`src/rtl/md_pkg.sv`:
```
// rtl/md_pkg.sv - shared constants, output-word layout and drain state enum for md_readback
package md_pkg;

  localparam int D_W             = 192;
  localparam int OUT_W           = 256;
  localparam int STEP_LSB        = 224;
  localparam int IDX_LSB         = 192;
  localparam int N_PARTICLES_DEF = 300;
  localparam int TIMEOUT_DEF     = 1024;

  typedef enum logic [2:0] {
    ST_IDLE,
    ST_REQ,
    ST_GAP,
    ST_DRAIN,
    ST_ERR
  } rb_state_t;

  // Output word: step in [255:224], zero pad, idx in [207:192], core record below.
  function automatic logic [OUT_W-1:0] pack_word(input logic [31:0]    step,
                                                 input logic [15:0]    idx,
                                                 input logic [D_W-1:0] rec);
    pack_word = {step, 16'd0, idx, rec};
  endfunction

endpackage

```
`src/rtl/md_readback_if.sv`:
```
// rtl/md_readback_if.sv - host-bound record stream (valid/ready with last marker)
interface md_readback_if;
  import md_pkg::*;

  logic [OUT_W-1:0] m_tdata;
  logic             m_tvalid;
  logic             m_tready;
  logic             m_tlast;

  modport master (output m_tdata, output m_tvalid, output m_tlast, input m_tready);
  modport slave  (input m_tdata, input m_tvalid, input m_tlast, output m_tready);

endinterface

```
`src/rtl/md_rb_fifo.sv`:
```
// rtl/md_rb_fifo.sv - 2-entry record FIFO; head entry is a register driven straight to the stream
module md_rb_fifo
  import md_pkg::*;
(
  input  logic             clk,
  input  logic             rst_n,
  input  logic             flush,
  input  logic             push,
  input  logic [OUT_W-1:0] push_data,
  input  logic             pop,
  output logic [OUT_W-1:0] head,
  output logic [1:0]       count
);

  logic [OUT_W-1:0] tail;

  always_ff @(posedge clk or negedge rst_n) begin
    if (!rst_n) begin
      head  <= '0;
      tail  <= '0;
      count <= 2'd0;
    end else if (flush) begin
      count <= 2'd0;
    end else begin
      case ({push, pop})
        2'b10: begin
          if (count == 2'd0) head <= push_data;
          else               tail <= push_data;
          count <= count + 2'd1;
        end
        2'b01: begin
          head  <= tail;
          count <= count - 2'd1;
        end
        2'b11: begin
          // Pop and push together: the new record lands behind whatever remains.
          if (count == 2'd2) begin
            head <= tail;
            tail <= push_data;
          end else begin
            head <= push_data;
          end
        end
        default: ;
      endcase
    end
  end

endmodule

```
`src/rtl/md_readback.sv`:
```
// rtl/md_readback.sv - drains per-particle records from the MD core into a tagged 256-bit stream
module md_readback
  import md_pkg::*;
#(
  parameter int N_PARTICLES = N_PARTICLES_DEF,
  parameter int TIMEOUT     = TIMEOUT_DEF
) (
  input  logic           ap_clk,
  input  logic           ap_rst_n,
  input  logic           start,
  input  logic [31:0]    step_in,
  output logic           read_ctrl,
  input  logic           elem_read,
  input  logic [D_W-1:0] md_d_out,
  md_readback_if.master  m,
  output logic           busy,
  output logic           done,
  output logic           timeout_err
);

  localparam int TW = $clog2(TIMEOUT) + 1;

  rb_state_t        state, state_n;
  logic [31:0]      step;
  logic [15:0]      idx;
  logic [TW-1:0]    timer;
  logic [OUT_W-1:0] head;
  logic [1:0]       count;
  logic             accept_start, push, pop, tvalid, tlast;

  assign accept_start = start && (state == ST_IDLE || state == ST_ERR);
  assign push         = (state == ST_REQ) && elem_read;
  assign tvalid       = (count != 2'd0);
  assign tlast        = tvalid && (head[IDX_LSB +: 16] == 16'(N_PARTICLES - 1));
  assign pop          = tvalid && m.m_tready;

  assign m.m_tdata  = head;
  assign m.m_tvalid = tvalid;
  assign m.m_tlast  = tlast;
  assign read_ctrl  = (state == ST_REQ);
  assign busy       = (state != ST_IDLE);

  md_rb_fifo u_fifo (
    .clk       (ap_clk),
    .rst_n     (ap_rst_n),
    .flush     (accept_start),
    .push      (push),
    .push_data (pack_word(step, idx, md_d_out)),
    .pop       (pop),
    .head      (head),
    .count     (count)
  );

  always_comb begin
    state_n = state;
    unique case (state)
      ST_IDLE:  if (accept_start) state_n = ST_REQ;
      // A capture on the final timer cycle takes priority over the timeout.
      ST_REQ: begin
        if (push)                             state_n = ST_GAP;
        else if (timer == TW'(TIMEOUT - 1))   state_n = ST_ERR;
      end
      ST_GAP: begin
        if (idx == 16'(N_PARTICLES))          state_n = ST_DRAIN;
        else if (count < 2'd2)                state_n = ST_REQ;
      end
      ST_DRAIN: if (count == 2'd0 || (count == 2'd1 && pop)) state_n = ST_IDLE;
      ST_ERR:   if (accept_start) state_n = ST_REQ;
      default:  state_n = ST_IDLE;
    endcase
  end

  always_ff @(posedge ap_clk or negedge ap_rst_n) begin
    if (!ap_rst_n) begin
      state       <= ST_IDLE;
      step        <= '0;
      idx         <= '0;
      timer       <= '0;
      timeout_err <= 1'b0;
      done        <= 1'b0;
    end else begin
      state <= state_n;
      done  <= pop && tlast;
      if (accept_start) begin
        step        <= step_in;
        idx         <= '0;
        timer       <= '0;
        timeout_err <= 1'b0;
      end else begin
        timer <= (state == ST_REQ) ? timer + TW'(1) : '0;
        if (push) idx <= idx + 16'd1;
        if (state == ST_REQ && state_n == ST_ERR) timeout_err <= 1'b1;
      end
    end
  end

endmodule

```
`src/flat_wrapper.sv`:
```
// flat-port wrapper written by rule: the top's interface ports become plain ports
module md_readback_flat import md_pkg::*;
#(
  parameter int N_PARTICLES = N_PARTICLES_DEF,
  parameter int TIMEOUT     = TIMEOUT_DEF
)
  (ap_clk, ap_rst_n, start, step_in, read_ctrl, elem_read, md_d_out, busy, done, timeout_err, m_m_tdata, m_m_tvalid, m_m_tlast, m_m_tready);
  md_readback_if m_i ();
  input  logic ap_clk;
  input  logic ap_rst_n;
  input  logic start;
  input  logic [31:0] step_in;
  output logic read_ctrl;
  input  logic elem_read;
  input  logic [D_W-1:0] md_d_out;
  output logic busy;
  output logic done;
  output logic timeout_err;
  output wire logic [$bits(m_i.m_tdata)-1:0] m_m_tdata;
  output wire logic [$bits(m_i.m_tvalid)-1:0] m_m_tvalid;
  output wire logic [$bits(m_i.m_tlast)-1:0] m_m_tlast;
  input wire logic [$bits(m_i.m_tready)-1:0] m_m_tready;
  assign m_m_tdata = m_i.m_tdata;
  assign m_m_tvalid = m_i.m_tvalid;
  assign m_m_tlast = m_i.m_tlast;
  assign m_i.m_tready = m_m_tready;
  md_readback #(.N_PARTICLES(N_PARTICLES), .TIMEOUT(TIMEOUT)) u_core (.ap_clk(ap_clk), .ap_rst_n(ap_rst_n), .start(start), .step_in(step_in), .read_ctrl(read_ctrl), .elem_read(elem_read), .md_d_out(md_d_out), .m(m_i), .busy(busy), .done(done), .timeout_err(timeout_err));
endmodule
```
`config.mk`:
```
export PLATFORM = sky130hd
export DESIGN_NAME = md_readback_flat
export DESIGN_NICKNAME = d
export VERILOG_FILES = /design/src/rtl/md_pkg.sv /design/src/rtl/md_readback_if.sv /design/src/rtl/md_rb_fifo.sv /design/src/rtl/md_readback.sv /design/src/flat_wrapper.sv
export SDC_FILE = /design/constraint.sdc
export NUM_CORES = 1
export LEC_CHECK = 0
export BUFFER_PORTS_ARGS = -buffer_cell sky130_fd_sc_hd__buf_2
export CAP_MARGIN = 40
export CORE_ASPECT_RATIO = 0.5
export CORE_MARGIN = 4
export CORE_UTILIZATION = 41
export CTS_CLUSTER_DIAMETER = 200
export CTS_CLUSTER_SIZE = 20
export DETAILED_ROUTE_END_ITERATION = 8
export GPL_TIMING_DRIVEN = 0
export HOLD_SLACK_MARGIN = 0.06
export PLACE_DENSITY = 0.61
export SYNTH_ARGS = -nofsm -noshare
export SYNTH_HDL_FRONTEND = slang
export SYNTH_SLANG_ARGS = --single-unit
```
`constraint.sdc`:
```
create_clock -name ap_clk -period 8.3 [get_ports ap_clk]
set_input_delay 1.66 -clock ap_clk [delete_from_list [all_inputs] [get_ports ap_clk]]
set_output_delay 1.66 -clock ap_clk [all_outputs]
set_load 0.05 [all_outputs]
```
======== Yosys cells after proc, flatten, opt, wreduce, memory -nomap -nowiden ========
Index checks and enable logic that the tools add are counted.
storage, ports and cells
  flip-flop bits (word level) ............. 578
  input port bits ......................... 229
  output and inout bits ................... 262
  logic and storage cells ................. 73
operators by class
  $add $sub $neg .......................... 4
  magnitude comparators ................... 1
  equality and inequality tests ........... 16
  muxes and demuxes ....................... 21
  bitwise operators ....................... 1
  reduce and logical (&&, ||, !) cells .... 21
operators with widths
  cell                                                    count
  two-way mux 256 bit                                     4
  case mux 256 bit (3 select lines)                       1
  case mux 256 bit (2 select lines)                       1
  equality test 16 x 9 -> 1 bit (second input constant)   2
  two-way mux 16 bit                                      2
  two-way mux 11 bit                                      2
  two-way mux 3 bit                                       6
  adder 16 x 1 -> 16 bit (second input constant)          1
  case mux 3 bit (4 select lines)                         1
  adder 11 x 1 -> 11 bit (second input constant)          1
  equality test 11 x 10 -> 1 bit (second input constant)  1
  nonzero test 3 bit                                      3
  nonzero test 2 bit                                      4
  logical AND 1 bit                                       7
  equality test 2 bit (second input constant)             3
  equality test 3 x 2 -> 1 bit (second input constant)    2
  equality test 3 bit (second input constant)             2
  equality test 2 x 1 -> 1 bit (second input constant)    2
  inequality test 2 bit (second input constant)           2
  case mux 2 bit (2 select lines)                         1
  AND reduction 4 bit                                     1
  equality test 3 x 1 -> 1 bit (second input constant)    1
  zero test 3 bit                                         1
  AND reduction 3 bit                                     1
  10 further kinds                                        12

======== Longest topological paths before layout ========
Gate-level depths: netlist of run 1.
  word-level depth ........................ 10
  depth in mapped cells ................... 12
  gate-level depth less buffers ........... 9

======== By module ========
Synthesis of run 1 repeated with hierarchy kept, for this count alone.
second synthesis, totals
  cells, all modules ...................... 1,977
  area, all modules ....................... 24,101.9 um^2
modules (own cells, without submodules)
  module       instances  cells each  area each (um^2)
  md_rb_fifo   1          1,665       21,236.6
  md_readback  1          312         2,865.2

======== Least setup slack after synthesis of run 1 ========
Ideal clock, no wire load.
  path kind ............................... register to output
  from .................................... reg u_core.u_fifo.head[201]
  to ...................................... out m_m_tlast
  data arrival time ....................... 2.516 ns
  required time ........................... 6.640 ns
  slack ................................... 4.124 ns
  cell stages (with the launch flop) ...... 4
  buffers on the path ..................... 0
  cell sequence ........................... dfrtp_1 nor4b_1 nand4_1 nor4_1
between the ends
  word-level cells in the longest chain between the ends .. 2
ends and longest elaborated chain
  what                           line                source
  from (decl)                    md_rb_fifo.sv:11    output logic [OUT_W-1:0] head,
  from (signal assigned)         md_rb_fifo.sv:27    if (count == 2'd0) head <= push_data;
  from (signal assigned)         md_rb_fifo.sv:32    head <= tail;
  from (signal assigned)         md_rb_fifo.sv:38    head <= tail;
  equality test 16 x 9 -> 1 bit  md_readback.sv:34   assign tlast = tvalid && (head[IDX_LSB +: 16] == 16'(N_PARTICLES - 1));
  logical AND 1 bit              md_readback.sv:34
  to (decl)                      flat_wrapper.sv:21  output wire logic [$bits(m_i.m_tlast)-1:0] m_m_tlast;
Every way passes these cells.

======== Final worst setup path of run 1 ========
  from .................................... in elem_read
  to ...................................... reg u_core.u_fifo.head[241]
between the ends
  word-level cells in the longest chain between the ends .. 4
ends and longest elaborated chain
  what                                                                                   line                source
  from (decl)                                                                            flat_wrapper.sv:14  input logic elem_read;
  logical AND 1 bit (*)                                                                  md_readback.sv:32   assign push = (state == ST_REQ) && elem_read;
  equality test 2 bit or equality test 2 x 1 -> 1 bit (tied branches)                    md_rb_fifo.sv:25    case ({push, pop})
  inequality test 2 x 1 -> 1 bit (no source line) or nonzero test 3 bit (tied branches)  --
  AND reduction 3 bit (no source line)                                                   --
Every way passes the cells marked *; elsewhere a longest branch is shown, timed or not.
A chain may end at the register's enable or synchronous reset.

==> results_dict.tcl, run 1 <==
set metrics [dict create \
    setup_repair_after_global_routing_missed_its_margin "no" \
    final.period_utilization 0.501 \
    synth-main-ff-cell "sky130_fd_sc_hd__dfrtp_1" \
    cp-end-kind "register" \
    max_cap_viol_count 0 \
    yosysUniqueCellTypes 45 \
    drive_gt1_frac 0.339 \
    min_to "u_core.timer[0]$_DFF_PN0_" \
    min_path_cells 1 \
    drt_via_density 5.24 \
    worst_skew_pair.late_latency_ns 0.61 \
    grt_start_max_net_pins 121 \
    cp_data_arrival_time_ns 4.64 \
    critPathRequiredTime_ns 8.79 \
    worstSetupPathType "primary input to register" \
    max-slew-margin-rel 0.414 \
    route.final.wire_length_um 62900 \
    die_height_um 174 \
    maxClockFrequency_ghz 0.241 \
    grt_antenna_before_repair 16 \
    gr_ovfl_total 0 \
    clkTransAtPathRegs_ns 0.09 \
    post_synth_main_area_contributors "sky130_fd_sc_hd__dfrtp_1 (61%), sky130_fd_sc_hd__mux2_2 (12%), sky130_fd_sc_hd__a22oi_1 (8.0%)" \
    syn_inst 1932 \
    floorplan.core_area_um2 54000 \
    global_route.usage.total 0.207 \
    cts_num_sinks 546 \
    post_cts_resized 0 \
    timing.clock.skew_ns 0.0222 \
    worst_path_cell_trace "buf_2, inv_1, or2_1, buf_6, inv_2, ha_1, a211oi_1, buf_2, clkbuf_1, buf_2, a21oi_1" \
    peakVddDrop_mv 0.229 \
    final_antenna_net_count 0 \
    synth.most_common_cell "sky130_fd_sc_hd__dfrtp_1" \
    worst_pin_slew_ns 0.879 \
    cts_hold_buf 0 \
    finalMaxSlewViolations 0 \
    syn-mean-instance-area_um2 11.6 \
    synth_seq_cells 546 \
    routedWlPerCell_um 19.7 \
    die_width_um 339 \
    n_fill_cell 4991 \
    crit_top_cell "sky130_fd_sc_hd__buf_2" \
    final-hold-violation-count 0 \
    grt_pass1_wl_um 97900 \
    timing.final.ws_setup_ns 4.14 \
    postLayoutCoreUtil 0.496 \
    nets 2700 \
    synth_enable_flop_cells 0 \
    detailed_place.area_um2 26000 \
    yosysTopAreaCell "sky130_fd_sc_hd__dfrtp_1" \
    io-pin-count 491 \
    detail_route.drc_violations 0 \
    setup_viol_count_final 0 \
    clock_tree.htree_level_count 1 \
    core.rowCount 60 \
    via_count_of_the_first_global_routing_pass 17100 \
    critical_path.reg2reg.startpoint "u_core.state[1]$_DFF_PN0_" \
    leakage_nw 12.5 \
    timing.reg2reg.worst_path_depth 9 \
    drt_pre_antenna_iters 8 \
    yosysWarningCount 0 \
    crit-reg2reg-capture "u_core.u_fifo.head[241]$_DFFE_PN0P_" \
    critical_path.startpoint_type "primary input" \
    post_synth_instance_area_um2 22500 \
    number_of_port_buffers 474 \
    cts.repair_timing.setup_buffer_count 0 \
    hold_path.class "register to register" \
    first_iter_violations 1138 \
    detailroute.via_count 16700 \
    powerDensity_nw_per_um2 466 \
    r2r_slack_ns 4.50 \
    max-clock-path-buffers 3 \
    fin_area_um2 26800 \
    overall_power_of_the_completed_layout_mw 12.5 \
    slowest_stage "sky130_fd_sc_hd__a211oi_1" \
    tritoncts "built" \
    routabilityCongestion 0.811 \
    synth_top_cells_by_count "sky130_fd_sc_hd__dfrtp_1 (546), sky130_fd_sc_hd__nor2_1 (261), sky130_fd_sc_hd__a21oi_1 (253)" \
    design.die.area_um2 58800 \
    ys_async_sr_fraction 1.00 \
    worst-path-max-fanout 10 \
    period_needed_ns 4.16 \
    synth_largest_type_area_fraction 0.608 \
    clock-root-buffer "sky130_fd_sc_hd__clkbuf_16" \
    place_worst_setup_slack_ns 3.50 \
    start_util 0.416 \
    tritoncts.num_buffers 31 \
    startpoint_of_the_lowest_slack_hold_path "u_core.timer[0]$_DFF_PN0_" \
    dpl.hpwl_um 44800 \
    result_of_the_run "complete, no violations" \
    synth.yosys.seq_area_share 0.608 \
    timing.critical_path.slowest_cell_delay_ns 0.68 \
    syn2layout_area_growth_pct 19.2 \
]
## power by group
| group | switching [mW] | leakage (nW) | total, mW | internal (mW) |
|---|---|---|---|---|
| Clock | 0.880 | 0.394 | 1.55 | 0.669 |
| Combinational | 4.40 | 5.58 | 6.29 | 1.89 |
| Sequential | 0.688 | 6.51 | 4.63 | 3.95 |
| Total | 5.97 | 12.5 | 12.5 | 6.51 |
## sequential cells by signal, summed over array words and instances (netlist names)
| name | flops |
|---|---|
| u_core.idx | 16 |
| u_core.timer | 11 |
| u_core.step | 32 |
| u_core.u_fifo.tail | 240 |
| u_core.done | 1 |
| u_core.timeout_err | 1 |
| u_core.u_fifo.count | 2 |
| u_core.state | 3 |
| u_core.u_fifo.head | 240 |
## cells in the final DEF, fill, tap and decap left out, drive strengths merged, types with 10 or more instances in the layout
| cell type | Yosys | routed |
|---|---|---|
| or3 | 11 | 11 |
| nand4 | 10 | 10 |
| o21ai | 11 | 11 |
| mux2 | 240 | 240 |
| dfrtp | 546 | 546 |
| nand2 | 112 | 112 |
| conb | 1 | 16 |
| nor2 | 261 | 261 |
| diode | 0 | 14 |
| inv | 12 | 14 |
| a22oi | 240 | 240 |
| ha | 10 | 10 |
| clkbuf | 65 | 96 |
| a21oi | 253 | 253 |
| buf | 98 | 579 |
## routing by layer
metal  GRT usage  vias up  routed length, um
met5           0        -                  0
met3      0.0232       99               2000
met1       0.244     8432              24400
li1            -     7860                  -
met4      0.0715        0               2190
met2       0.393      309              34200
## worst max-delay path, delay by kind of cell
kind,cells,cell delay [ns]
buffers and inverters,7,1.87
AO/OA/AOI/OAI,2,0.79
adder cells (fa/ha/maj),1,0.22
AND/OR/NAND/NOR,1,0.11
## area by class of cell
cell class	instances	area [um^2]	area share
flip-flops and latches	546	13700	0.510
inverters	12	45.0	0.00168
plain buffers	163	807	0.0301
multi-input cells	1226	8010	0.299
repair buffers	481	2540	0.0947
clock buffers	31	776	0.0290
clock inverters	2	25.0	0.000934
diodes	14	35.0	0.00131
well taps	713	892	0.0333
## cells by family after synthesis
logic type,after synthesis,synth area share
xor gates and xnor gates,11,0.00429
and+or+nand+nor,432,0.0802
buffers and inverters,175,0.0379
adders and majority gates,10,0.00557
DFF,546,0.608
other,1,0.000167
muxes,241,0.121
AOI/OAI and AO/OA,516,0.143
## worst max path at each step
| stage | startpoint | to | slack, ns | depth (start not counted) |
|---|---|---|---|---|
| global route | elem_read | u_core.u_fifo.head[148]$_DFFE_PN0P_ | 3.93 | 11 |
| global placement | ap_rst_n | u_core.u_fifo.head[138]$_DFFE_PN0P_ | -6.03 | 1 |
| detailed placement | elem_read | u_core.u_fifo.head[241]$_DFFE_PN0P_ | 3.50 | 11 |
| CTS | elem_read | u_core.u_fifo.head[241]$_DFFE_PN0P_ | 4.18 | 11 |
| floorplan | u_core.u_fifo.head[201]$_DFFE_PN0P_ | m_m_tlast | 4.12 | 3 |
| finish | elem_read | u_core.u_fifo.head[241]$_DFFE_PN0P_ | 4.14 | 11 |
## per-stage QoR
stage               hold WS [ns]  instances  TNS (ns)
CTS                        0.487       3174         0
detailed placement         0.469       3141         0
finish                     0.484       3188         0
floorplan                  0.448       1947         0
global placement           0.468       3134  -3249.69
global route               0.498       3188         0
(Power assumes the default switching activity.)
==> run 2: changes to the inputs <==
clock period = 4.1 ns   (was 8.3 ns; I/O delays follow)
==> results_dict.tcl, run 2 (synthesis results as in run 1) <==
set metrics [dict create \
    powerDensity_nw_per_um2 942 \
    final_antenna_net_count 0 \
    floorplan.core_area_um2 54000 \
    die_height_um 174 \
    clkTransAtPathRegs_ns 0.09 \
    clock_tree.htree_level_count 1 \
    cts.repair_timing.setup_buffer_count 0 \
    critPathRequiredTime_ns 4.59 \
    finalMaxSlewViolations 0 \
    max_cap_viol_count 0 \
    tritoncts.num_buffers 31 \
    cp-end-kind "register" \
    critical_path.startpoint_type "register" \
    detailroute.via_count 16700 \
    timing.clock.skew_ns 0.0224 \
    routedWlPerCell_um 19.7 \
    start_util 0.416 \
    syn2layout_area_growth_pct 19.3 \
    layout_commonest_cell "sky130_fd_sc_hd__dfrtp_1" \
    gr_ovfl_total 0 \
    core.rowCount 60 \
    route.final.wire_length_um 63000 \
    worst_pin_slew_ns 0.880 \
    die_width_um 339 \
    drt_via_density 5.24 \
    n_fill_cell 4988 \
    maxClockFrequency_ghz 0.260 \
    worst-path-max-fanout 10 \
    grt_start_max_net_pins 121 \
    max-clock-path-buffers 3 \
    hold_path.class "primary input to register" \
    worstSetupPathType "register to register" \
    io-pin-count 491 \
    drive_gt1_frac 0.339 \
    clock-root-buffer "sky130_fd_sc_hd__clkbuf_16" \
    largestRegisters "u_core.u_fifo.head x240, u_core.u_fifo.tail x240, u_core.step x32" \
    global_route.usage.total 0.207 \
    detail_route.drc_violations 0 \
    timing.final.ws_setup_ns 0.259 \
    post-place-cells 3141 \
    setup_viol_count_final 0 \
    dpl.hpwl_um 44800 \
    first_iter_violations 1083 \
    design.die.area_um2 58800 \
    final.period_utilization 0.937 \
    worst_skew_pair.late_latency_ns 0.61 \
    drt_pre_antenna_iters 6 \
    finish.cell_count_without_fillers 3189 \
    cp_data_arrival_time_ns 4.33 \
    leakage_nw 12.5 \
    cts_num_sinks 546 \
    peakVddDrop_mv 0.464 \
    setup_repair_after_global_routing_missed_its_margin "no" \
    mostFrequentLayoutCells "sky130_fd_sc_hd__dfrtp_1 (546), sky130_fd_sc_hd__buf_2 (512), sky130_fd_sc_hd__nor2_1 (261), sky130_fd_sc_hd__a21oi_1 (253)" \
    period_needed_ns 3.84 \
    routabilityCongestion 0.811 \
    final-hold-violation-count 0 \
    grt_antenna_before_repair 16 \
    via_count_of_the_first_global_routing_pass 17100 \
    result_of_the_run "complete, no violations" \
    nets 2701 \
    place_worst_setup_slack_ns 0.139 \
    tritoncts "built" \
    max-slew-margin-rel 0.413 \
    number_of_port_buffers 474 \
    grt_pass1_wl_um 97900 \
]
## run 2: stage by stage
step | util | hold slack [ns] | total power, mW | TNS, ns | instance area (um^2)
floorplan | - | 0.448 | 18.7 | 0 | 22500
global placement | 0.478 | 0.468 | 22.0 | -5084.25 | 25800
detailed placement | 0.481 | 0.469 | 22.3 | 0 | 26000
CTS | 0.496 | 0.364 | 25.5 | 0 | 26800
global route | 0.497 | 0.367 | 26.8 | 0 | 26800
finish | 0.497 | 0.402 | 25.3 | 0 | 26800
## run 2: where the power goes
group          leakage, nW  internal [mW]  switching (mW)
registers             6.51           7.99            1.39
logic                 5.59           3.83            8.91
clock network        0.394           1.35            1.78
total                 12.5           13.2            12.1
## run 2: cell type report
type	instances	area, um^2	area share
diodes	14	35.0	0.00131
plain buffers	163	807	0.0301
clock buffers	31	776	0.0289
clock inverters	2	25.0	0.000934
inverters	12	45.0	0.00168
multi-input cells	1226	8010	0.299
flip-flops and latches	546	13700	0.510
well taps	713	892	0.0333
repair buffers	482	2550	0.0951
## run 2: critical path, cell delays in order, from the launching register on
cell                       delay, ns
sky130_fd_sc_hd__dfrtp_1        0.48
sky130_fd_sc_hd__or3b_4         0.42
sky130_fd_sc_hd__or2_1          0.23
sky130_fd_sc_hd__buf_6          0.14
sky130_fd_sc_hd__ha_1           0.18
sky130_fd_sc_hd__a211oi_1       0.68
sky130_fd_sc_hd__buf_2          0.44
sky130_fd_sc_hd__clkbuf_1       0.66
sky130_fd_sc_hd__buf_2          0.38
sky130_fd_sc_hd__a21oi_1        0.11
## run 2: worst paths after layout
kind,from,end,slack [ns],cells after the start
max,u_core.state[1]$_DFF_PN0_,u_core.u_fifo.head[241]$_DFFE_PN0P_,0.26,9
min,step_in[24],u_core.step[24]$_DFFE_PN0P_,0.40,3
max reg2reg,u_core.state[1]$_DFF_PN0_,u_core.u_fifo.head[241]$_DFFE_PN0P_,0.26,9
min reg2reg,u_core.timer[0]$_DFF_PN0_,u_core.timer[0]$_DFF_PN0_,0.48,1
max in group asynchronous,ap_rst_n,u_core.u_fifo.tail[69]$_DFFE_PN0P_,1.60,5
min in group asynchronous,ap_rst_n,u_core.timer[9]$_DFF_PN0_,0.68,2
## run 2: metal layers
metal	vias up	share of wire	GRT usage
met2	293	0.54	0.393
li1	7860	-	-
met4	0	0.035	0.0715
met5	-	0	0
met3	99	0.032	0.0232
met1	8453	0.39	0.244
## run 2: repair_timing
action,in CTS,in global routing
hold endpoints to repair,35,0
hold buffers,1,0
gates resized for setup,0,0
